--- config.mk ---
export PLATFORM = sky130hd
export DESIGN_NAME = dsc_cache_ctrl
export DESIGN_NICKNAME = d
export VERILOG_FILES = /design/src/rtl/dsc_cache_ctrl.sv
export SDC_FILE = /design/constraint.sdc
export NUM_CORES = 1
export LEC_CHECK = 0
export BUFFER_PORTS_ARGS = -buffer_cell sky130_fd_sc_hd__buf_2
export CELL_PAD_IN_SITES_DETAIL_PLACEMENT = 2
export CELL_PAD_IN_SITES_GLOBAL_PLACEMENT = 2
export CORE_AREA = 2 2 151 153
export CTS_CLUSTER_DIAMETER = 100
export DETAILED_ROUTE_END_ITERATION = 12
export DIE_AREA = 0 0 153 155
export MAX_ROUTING_LAYER = met4
export PLACE_DENSITY_LB_ADDON = 0.1
export SLEW_MARGIN = 40
export SYNTH_ARGS = -nofsm -noshare
export SYNTH_HDL_FRONTEND = slang
export SYNTH_SLANG_ARGS = --single-unit
--- constraint.sdc ---
create_clock -name CLK -period 2.3 [get_ports CLK]
set_clock_uncertainty 0.2 [all_clocks]
set_input_delay 0.345 -clock CLK [delete_from_list [all_inputs] [get_ports CLK]]
set_output_delay 0.345 -clock CLK [all_outputs]
set_load 0.02 [all_outputs]
--- src/rtl/dsc_cache_ctrl.sv ---
// Descriptor cache controller: write pass-through, per-entry valid tracking and a
// round-robin read arbiter that tags the 2-cycle SRAM read pipeline with the requester id.
module dsc_cache_ctrl #(
    parameter int unsigned DATA_W = 88,
    parameter int unsigned ADDR_W = 2,
    parameter int unsigned NUM_RD = 2,
    localparam int unsigned DEPTH = 2 ** ADDR_W,
    localparam int unsigned ID_W  = (NUM_RD > 1) ? $clog2(NUM_RD) : 1
) (
    input  logic                     CLK,
    input  logic                     ARST_N,
    input  logic                     wr_req,
    input  logic [ADDR_W-1:0]        wr_addr,
    input  logic [DATA_W-1:0]        wr_data,
    output logic                     wr_ack,
    input  logic [DEPTH-1:0]         inval,
    output logic [DEPTH-1:0]         entry_valid,
    input  logic [NUM_RD-1:0]        rd_req,
    input  logic [NUM_RD*ADDR_W-1:0] rd_addr,
    output logic [NUM_RD-1:0]        rd_gnt,
    output logic [NUM_RD-1:0]        rd_miss,
    output logic                     rd_vld,
    output logic [ID_W-1:0]          rd_id,
    output logic [DATA_W-1:0]        rd_data,
    output logic                     sram_w_en,
    output logic [ADDR_W-1:0]        sram_w_addr,
    output logic [DATA_W-1:0]        sram_w_data,
    output logic [ADDR_W-1:0]        sram_r_addr,
    output logic                     sram_r_addr_en,
    output logic                     sram_r_data_en,
    input  logic [DATA_W-1:0]        sram_r_data,
    output logic                     sram_blk_en
);

    logic [DEPTH-1:0]  valid_q, valid_d;
    logic [ID_W-1:0]   ptr_q, ptr_d;
    logic              s1_vld_q, s2_vld_q;
    logic [ID_W-1:0]   s1_id_q, s2_id_q;
    logic              blk_en_q;

    logic [NUM_RD-1:0] cand;
    logic [NUM_RD-1:0] gnt_oh;
    logic              gnt_any;
    logic [ID_W-1:0]   gnt_id;
    logic [ADDR_W-1:0] gnt_addr;
    logic              hit;

    always_comb begin
        int unsigned idx;
        int unsigned nxt;
        cand     = '0;
        gnt_any  = 1'b0;
        gnt_id   = '0;
        gnt_addr = '0;
        gnt_oh   = '0;
        idx      = 0;
        nxt      = 0;
        // A read that collides with this cycle's write address sits out and retries.
        for (int i = 0; i < NUM_RD; i++) begin
            cand[i] = rd_req[i] && !(wr_req && (rd_addr[i*ADDR_W +: ADDR_W] == wr_addr));
        end
        for (int k = 0; k < NUM_RD; k++) begin
            idx = int'(ptr_q) + k;
            if (idx >= NUM_RD) idx = idx - NUM_RD;
            if (!gnt_any && cand[ID_W'(idx)]) begin
                gnt_any = 1'b1;
                gnt_id  = ID_W'(idx);
            end
        end
        for (int i = 0; i < NUM_RD; i++) begin
            if (ID_W'(i) == gnt_id) gnt_addr = rd_addr[i*ADDR_W +: ADDR_W];
        end
        gnt_oh[gnt_id] = gnt_any;
        hit = valid_q[gnt_addr];

        nxt = int'(gnt_id) + 1;
        if (!gnt_any)          ptr_d = ptr_q;
        else if (nxt >= NUM_RD) ptr_d = '0;
        else                    ptr_d = ID_W'(nxt);

        // Write wins over a simultaneous invalidate of the same entry.
        valid_d = valid_q & ~inval;
        if (wr_req) valid_d[wr_addr] = 1'b1;
    end

    always_ff @(posedge CLK or negedge ARST_N) begin
        if (!ARST_N) begin
            valid_q  <= '0;
            ptr_q    <= '0;
            s1_vld_q <= 1'b0;
            s1_id_q  <= '0;
            s2_vld_q <= 1'b0;
            s2_id_q  <= '0;
            blk_en_q <= 1'b0;
        end else begin
            valid_q  <= valid_d;
            ptr_q    <= ptr_d;
            s1_vld_q <= gnt_any && hit;
            s1_id_q  <= gnt_id;
            s2_vld_q <= s1_vld_q;
            s2_id_q  <= s1_id_q;
            blk_en_q <= 1'b1;
        end
    end

    // Combinational outputs are forced low while reset is asserted.
    always_comb begin
        wr_ack         = wr_req & ARST_N;
        sram_w_en      = wr_req & ARST_N;
        sram_w_addr    = ARST_N ? wr_addr : '0;
        sram_w_data    = ARST_N ? wr_data : '0;
        rd_gnt         = gnt_oh & {NUM_RD{ARST_N}};
        rd_miss        = gnt_oh & {NUM_RD{ARST_N & ~hit}};
        sram_r_addr_en = gnt_any & hit & ARST_N;
        sram_r_addr    = sram_r_addr_en ? gnt_addr : '0;
    end

    assign entry_valid    = valid_q;
    assign sram_r_data_en = s1_vld_q;
    assign rd_vld         = s2_vld_q;
    assign rd_id          = s2_id_q;
    assign rd_data        = sram_r_data;
    assign sram_blk_en    = blk_en_q;

endmodule

==> results.sh, run 1 <==
export IMPL_cp_data_arrival_time_ns=2.26
export IMPL_synth_edff_count=0
export IMPL_timing_fmax_mhz=356
export IMPL_path_class="input port to output pin"
export IMPL_grt_pass1_vias=2163
export IMPL_fp_dieH_um=155
export IMPL_outcome="finished with violations"
export IMPL_grt_pass1_wl_um=12700
export IMPL_ys_seq_area_share_pct=13.8
export IMPL_power_switching_mw=0.416
export IMPL_cts_tree="yes"
export IMPL_p_per_area_nw_per_um2=388
export IMPL_critPathRequiredTime_ns=1.75
export IMPL_yosys_warnings=0
export IMPL_cts_root_buffer="clkbuf_16"
export IMPL_htreeDepth=1
export IMPL_hp_class="input port to flip-flop"
export IMPL_syn2layout_area_growth_pct=62.2
export IMPL_crit_slowest_cell="mux4_2"
export IMPL_layout_drive_gt1_share_pct=66.8
export IMPL_critPathBufInv=2
export IMPL_place_congestion=0.654
export IMPL_pin_count=386
export IMPL_p_total_mw=1.14
export IMPL_yosysTopAreaCellShare_pct=36.8
export IMPL_rsz0062_at_grt="yes"
export IMPL_vias=1980
export IMPL_syn_inst=240
export IMPL_synth_commonest_cells="91 x and2_1, 89 x buf_4, 10 x clkbuf_1, 10 x dfrtp_1, 6 x inv_1"
export IMPL_syn_num_nets=431
export IMPL_stdcell_area_sq_um=2940
export IMPL_finish_net_count=566
export IMPL_synth_largest_area_cell="buf_4"
export IMPL_core_sq_um=22200
export IMPL_synth_main_ff_cell="dfrtp_1"
export IMPL_num_rows=55
export IMPL_register_area_sq_um=250
export IMPL_setup_ws_ns=-0.506
export IMPL_fp_dieW_um=153
export IMPL_hpwlAfterDp_um=7370
export IMPL_drt_iter0_drc=42
export IMPL_synth_avg_cell_area_sq_um=7.56
export IMPL_cts_inserted_buffers=3
export IMPL_crit_path_max_fanout=5
export IMPL_drtAntennaViolNets=0
export IMPL_antenna_found_initial=1
export IMPL_cp_cell_sequence="buf_2 -> xnor2_4 -> a311oi_4 -> o21ai_2 -> o31ai_4 -> mux4_2 -> and3b_2 -> buf_6"
export IMPL_placed_cells=649
export IMPL_swShare_pct=36.4
export IMPL_first_pass_iters=3
export IMPL_setup_viol=5
export IMPL_async_flop_share_pct=100
export IMPL_critical_path_endpoint_type="output pin"
export IMPL_numClockSinks=10
export IMPL_start_kind="input port"
export IMPL_grt_overflow=0
export IMPL_fillers=2669
export IMPL_grt_max_degree=62
export IMPL_vdd_ir_drop_max_mv=0.211
export IMPL_yosys_top_cells_area="buf_4 37%, and2_1 31%, dfrtp_1 14%, clkbuf_1 2.1%, a311oi_4 1.4%"
export IMPL_tns_ns=-1.86
export IMPL_yosysMostFrequentCell="and2_1"
export IMPL_p_seq_share_pct=18.4
export IMPL_max_cap_viol_count=0
export IMPL_viasPerCell=3.00
export IMPL_route_detailed_drc=0
export IMPL_wire_per_inst_um=12.9
export IMPL_p_leak_nw=1.60
export IMPL_finalWirelength_um=8490
export IMPL_ys_seq_elements=10
export IMPL_slowest_delay_ns=0.63
export IMPL_track_usage_pct=6.91
export IMPL_power_frac_comb_pct=51.0
export IMPL_multi_input_area_sq_um=927
export IMPL_syn_area_sq_um=1810
export IMPL_synthDistinctLibCells=27
export IMPL_placed_cell_area_sq_um=2710
export IMPL_final_cell_count_no_fill=660
export IMPL_clk_latency_ns=0.24
export IMPL_violations="negative setup slack"
export IMPL_io_buffer_count=209
export IMPL_cts_path_max_buffers=2
export IMPL_fin_crit_ns=2.81
export IMPL_timing_final_crit_share_pct=122
export IMPL_cell_internal_pwr_mw=0.726
export IMPL_clkPwrFrac_pct=30.7
export IMPL_initial_core_util_pct=8.16
export IMPL_crit_family="multiplexers"
export IMPL_slew_violations=0
export IMPL_path_clk_slew_ns=0.04
export IMPL_hold_viol_final=0
export IMPL_die_area_sq_um=23700
export IMPL_hold_slack_ns=0.0914
==> state kept, by name (all words and copies together) (netlist names) <==
signal and count:
entry_valid 4, ptr_q 1, rd_id 1, rd_vld 1, s1_id_q 1, sram_blk_en 1, sram_r_data_en 1
==> per-stage QoR <==
| step | utilization, % | setup WS (ns) |
|---|---|---|
| after floorplan | - | -0.155 |
| after global placement | 12.2 | -0.509 |
| after detailed placement | 12.2 | -0.550 |
| after CTS | 13.2 | -0.547 |
| after global routing | 13.2 | -0.584 |
| final | 13.2 | -0.506 |
==> layout make-up <==
cell class	count	share of cell area (%)
Antenna cell	1	0.0850
Clock buffer	4	3.02
Multi-Input combinational cell	124	31.5
Inverter	7	0.893
Sequential cell	10	8.50
Tap cell	285	12.1
Timing Repair Buffer	229	43.9
==> worst register-to-register path, delay by kind of cell, from the launching register on <==
family | cells | cell delay, ns
compound gates | 3 | 0.59
buf+inv | 1 | 0.18
flops | 1 | 0.40
mux | 1 | 0.63
simple gates | 1 | 0.12
==> logic make-up after synthesis <==
family                    count (synthesis)  share of synthesized area (%)
and+or+nand+nor                         106                           36.2
buffers and inverters                   106                           40.3
AOI/OAI and AO/OA                        10                           5.17
DFF                                      10                           13.8
xor gates and xnor gates                  4                           1.93
muxes                                     3                           2.34
other                                     1                          0.207
==> worst paths after layout <==
kind	cells past startpoint	endpoint	start	slack, ns
worst max-delay path	8	sram_r_addr[1]	rd_addr[0]	-0.51
worst min-delay path	2	entry_valid[0]$_DFF_PN0_	inval[0]	0.09
worst max register to register	6	sram_r_data_en$_DFF_PN0_	ptr_q$_DFFE_PN0N_	0.07
worst min register to register	0	rd_id$_DFF_PN0_	s1_id_q$_DFF_PN0_	0.15
max in group asynchronous	3	entry_valid[1]$_DFF_PN0_	ARST_N	0.99
min in group asynchronous	3	sram_r_data_en$_DFF_PN0_	ARST_N	0.62
==> per-layer routing <==
| metal | vias to the layer above | routed length, um | global-route usage, % |
|---|---|---|---|
| met4 | 0 | 190 | 2.07 |
| li1 | 910 | - | - |
| met5 | - | 0 | - |
| met2 | 120 | 4700 | 12.9 |
| met1 | 918 | 2900 | 6.93 |
| met3 | 32 | 690 | 2.12 |
==> power by group through the flow <==
| stage | Sequential, mW | Clock, mW | Combinational, mW |
|---|---|---|---|
| 2_1_floorplan | 0.225 | 0 | 0.501 |
| 3_3_place_gp | 0.212 | 0 | 0.557 |
| 3_5_place_dp | 0.213 | 0 | 0.559 |
| 4_1_cts | 0.210 | 0.365 | 0.591 |
| 5_1_grt | 0.213 | 0.378 | 0.635 |
| 6_report | 0.209 | 0.350 | 0.582 |
==> what timing repair did <==
item | in CTS | in global routing
endpoints found under the setup margin | 7 | 7
setup buffers | 5 | 1
resized for setup | 23 | 3
hold endpoints to repair | 10 | 0
pin swaps | 7 | 3
hold buffers | 2 | 0
==> layout by cell type, fill, tap and decap left out, types with 2 or more instances in the layout <==
master,count
buf_2,200
and2_1,91
o21ai_2,2
buf_4,16
o22ai_1,4
buf_12,3
nand2_1,2
nor2_1,2
clkbuf_16,3
dfrtp_1,10
inv_1,6
o31ai_4,2
xnor2_4,2
buf_6,8
mux2i_1,2
xor2_2,2
dlygate4sd3_1,2
Power figures use the tool's default switching activity.
==> run 2: changes to the inputs <==
--- a/config.mk
+++ b/config.mk
@@ -14,6 +14,7 @@
 export DIE_AREA = 0 0 153 155
 export MAX_ROUTING_LAYER = met4
 export PLACE_DENSITY_LB_ADDON = 0.1
+export RECOVER_POWER = 50
 export SLEW_MARGIN = 40
 export SYNTH_ARGS = -nofsm -noshare
 export SYNTH_HDL_FRONTEND = slang
==> run 2 against run 1 <==
The run still ends with negative setup slack left. Core utilization down 0.096 points. Total power down 0.48%. Worst hold slack about the same. Critical path depth unchanged. Global-route usage unchanged. Count of clock-buffer cells in the layout unchanged. Largest power group unchanged. Highest routed layer unchanged.
==> results.sh, run 2 (synthesis results as in run 1) <==
export IMPL_outcome="finished with violations"
export IMPL_violations="negative setup slack"
export IMPL_die_area_sq_um=23700
export IMPL_cts_tree="yes"
export IMPL_critPathRequiredTime_ns=1.75
export IMPL_hp_class="input port to flip-flop"
export IMPL_wire_per_inst_um=12.9
export IMPL_finish_net_count=566
export IMPL_fp_dieW_um=153
export IMPL_hp_start="inval[0]"
export IMPL_critical_path_endpoint_type="output pin"
export IMPL_timing_rr_start="ptr_q$_DFFE_PN0N_"
export IMPL_final_core_util_pct=13.1
export IMPL_max_cap_viol_count=0
export IMPL_route_detailed_drc=0
export IMPL_layout_commonest_cell="buf_2"
export IMPL_setup_ws_ns=-0.504
export IMPL_numClockSinks=10
export IMPL_syn2layout_area_growth_pct=61.0
export IMPL_fp_dieH_um=155
export IMPL_start_kind="input port"
export IMPL_final_cell_count_no_fill=660
export IMPL_drtAntennaViolNets=0
export IMPL_max_slew_worst_pin_slew_ns=0.888
export IMPL_cp_data_arrival_time_ns=2.26
export IMPL_finalWirelength_um=8490
export IMPL_rsz0062_at_grt="yes"
export IMPL_grt_pass1_wl_um=12700
export IMPL_tns_ns=-1.88
export IMPL_first_pass_iters=3
export IMPL_p_total_mw=1.14
export IMPL_crit_path_max_fanout=5
export IMPL_place_congestion=0.654
export IMPL_cts_path_max_buffers=2
export IMPL_reg2reg_slack_ns=0.07
export IMPL_p_leak_nw=1.58
export IMPL_final_cell_mix="195 x buf_2, 91 x and2_1, 15 x buf_4"
export IMPL_viasPerCell=3.00
export IMPL_path_clk_slew_ns=0.04
export IMPL_p_per_area_nw_per_um2=389
export IMPL_cts_root_buffer="clkbuf_16"
export IMPL_grt_pass1_vias=2163
export IMPL_timing_fmax_mhz=357
export IMPL_fin_crit_ns=2.80
export IMPL_grt_max_degree=62
export IMPL_largest_reg_flops=4
export IMPL_pin_count=386
export IMPL_setup_viol=6
export IMPL_slew_violations=0
export IMPL_grt_overflow=0
export IMPL_io_buffer_count=209
export IMPL_track_usage_pct=6.91
export IMPL_startpoint="rd_addr[0]"
export IMPL_hold_slack_ns=0.0914
export IMPL_clk_latency_ns=0.24
export IMPL_timing_final_crit_share_pct=122
export IMPL_vias=1981
export IMPL_core_sq_um=22200
export IMPL_initial_core_util_pct=8.16
export IMPL_htreeDepth=1
export IMPL_num_rows=55
export IMPL_layout_drive_gt1_share_pct=65.5
export IMPL_slew_headroom_pct=40.8
export IMPL_hold_viol_final=0
export IMPL_path_class="input port to output pin"
export IMPL_hpwlAfterDp_um=7370
export IMPL_antenna_found_initial=1
export IMPL_placed_cells=649
export IMPL_cts_inserted_buffers=3
export IMPL_vdd_ir_drop_max_mv=0.211
export IMPL_drt_iter0_drc=40
[run 2: metal layers]
layer / vias to the layer above / routed length (um) / global-route usage, %
met5: - / 0 / -
met4: 0 / 190 / 2.07
met3: 32 / 685 / 2.12
met2: 120 / 4720 / 12.9
met1: 920 / 2890 / 6.93
li1: 909 / - / -
[run 2: final cells by class]
cell class	count	area, sq um
fill	2675	19300
timing repair buffer	229	1270
multi-input combinational	124	927
tap	285	357
sequential	10	250
clock buffer	4	88.8
inverter	7	26.3
antenna	1	2.50
[run 2: where the power goes]
part / switching, mW / leakage [nW] / internal (mW)
combinational: 0.313 / 1.41 / 0.263
sequential: 0.0142 / 0.127 / 0.196
clock: 0.0876 / 0.0442 / 0.262
total: 0.415 / 1.58 / 0.720
[run 2: worst paths after layout]
| path | depth (start not counted) | endpoint |
|---|---|---|
| setup / recovery | 8 | sram_r_addr[1] |
| hold / removal | 2 | entry_valid[0]$_DFF_PN0_ |
| setup reg to reg | 6 | sram_r_data_en$_DFF_PN0_ |
| hold reg to reg | 0 | rd_id$_DFF_PN0_ |
| max in group asynchronous | 3 | s1_id_q$_DFF_PN0_ |
| min in group asynchronous | 3 | sram_blk_en$_DFF_PN0_ |
[run 2: metrics by stage]
| step | instance area, sq um | setup WS [ns] |
|---|---|---|
| finish | 2920 | -0.504 |
| global route | 2920 | -0.584 |
| CTS | 2920 | -0.547 |
| detailed placement | 2710 | -0.550 |
| global placement | 2710 | -0.509 |
| floorplan | 1880 | -0.155 |
[run 2: timing repair]
action | 4_1_cts | 5_1_grt
setup endpoints to repair | 7 | 7
gates resized for setup | 23 | 3
hold buffers | 2 | 0
pin swaps | 7 | 3
hold endpoints to repair | 10 | 0
setup buffers | 5 | 1
[run 2: worst max-delay path, stage by stage]
cell,delay [ns]
buf_2,0.14
xnor2_4,0.16
a311oi_4,0.36
o21ai_2,0.14
o31ai_4,0.09
mux4_2,0.63
and3b_2,0.27
buf_6,0.13
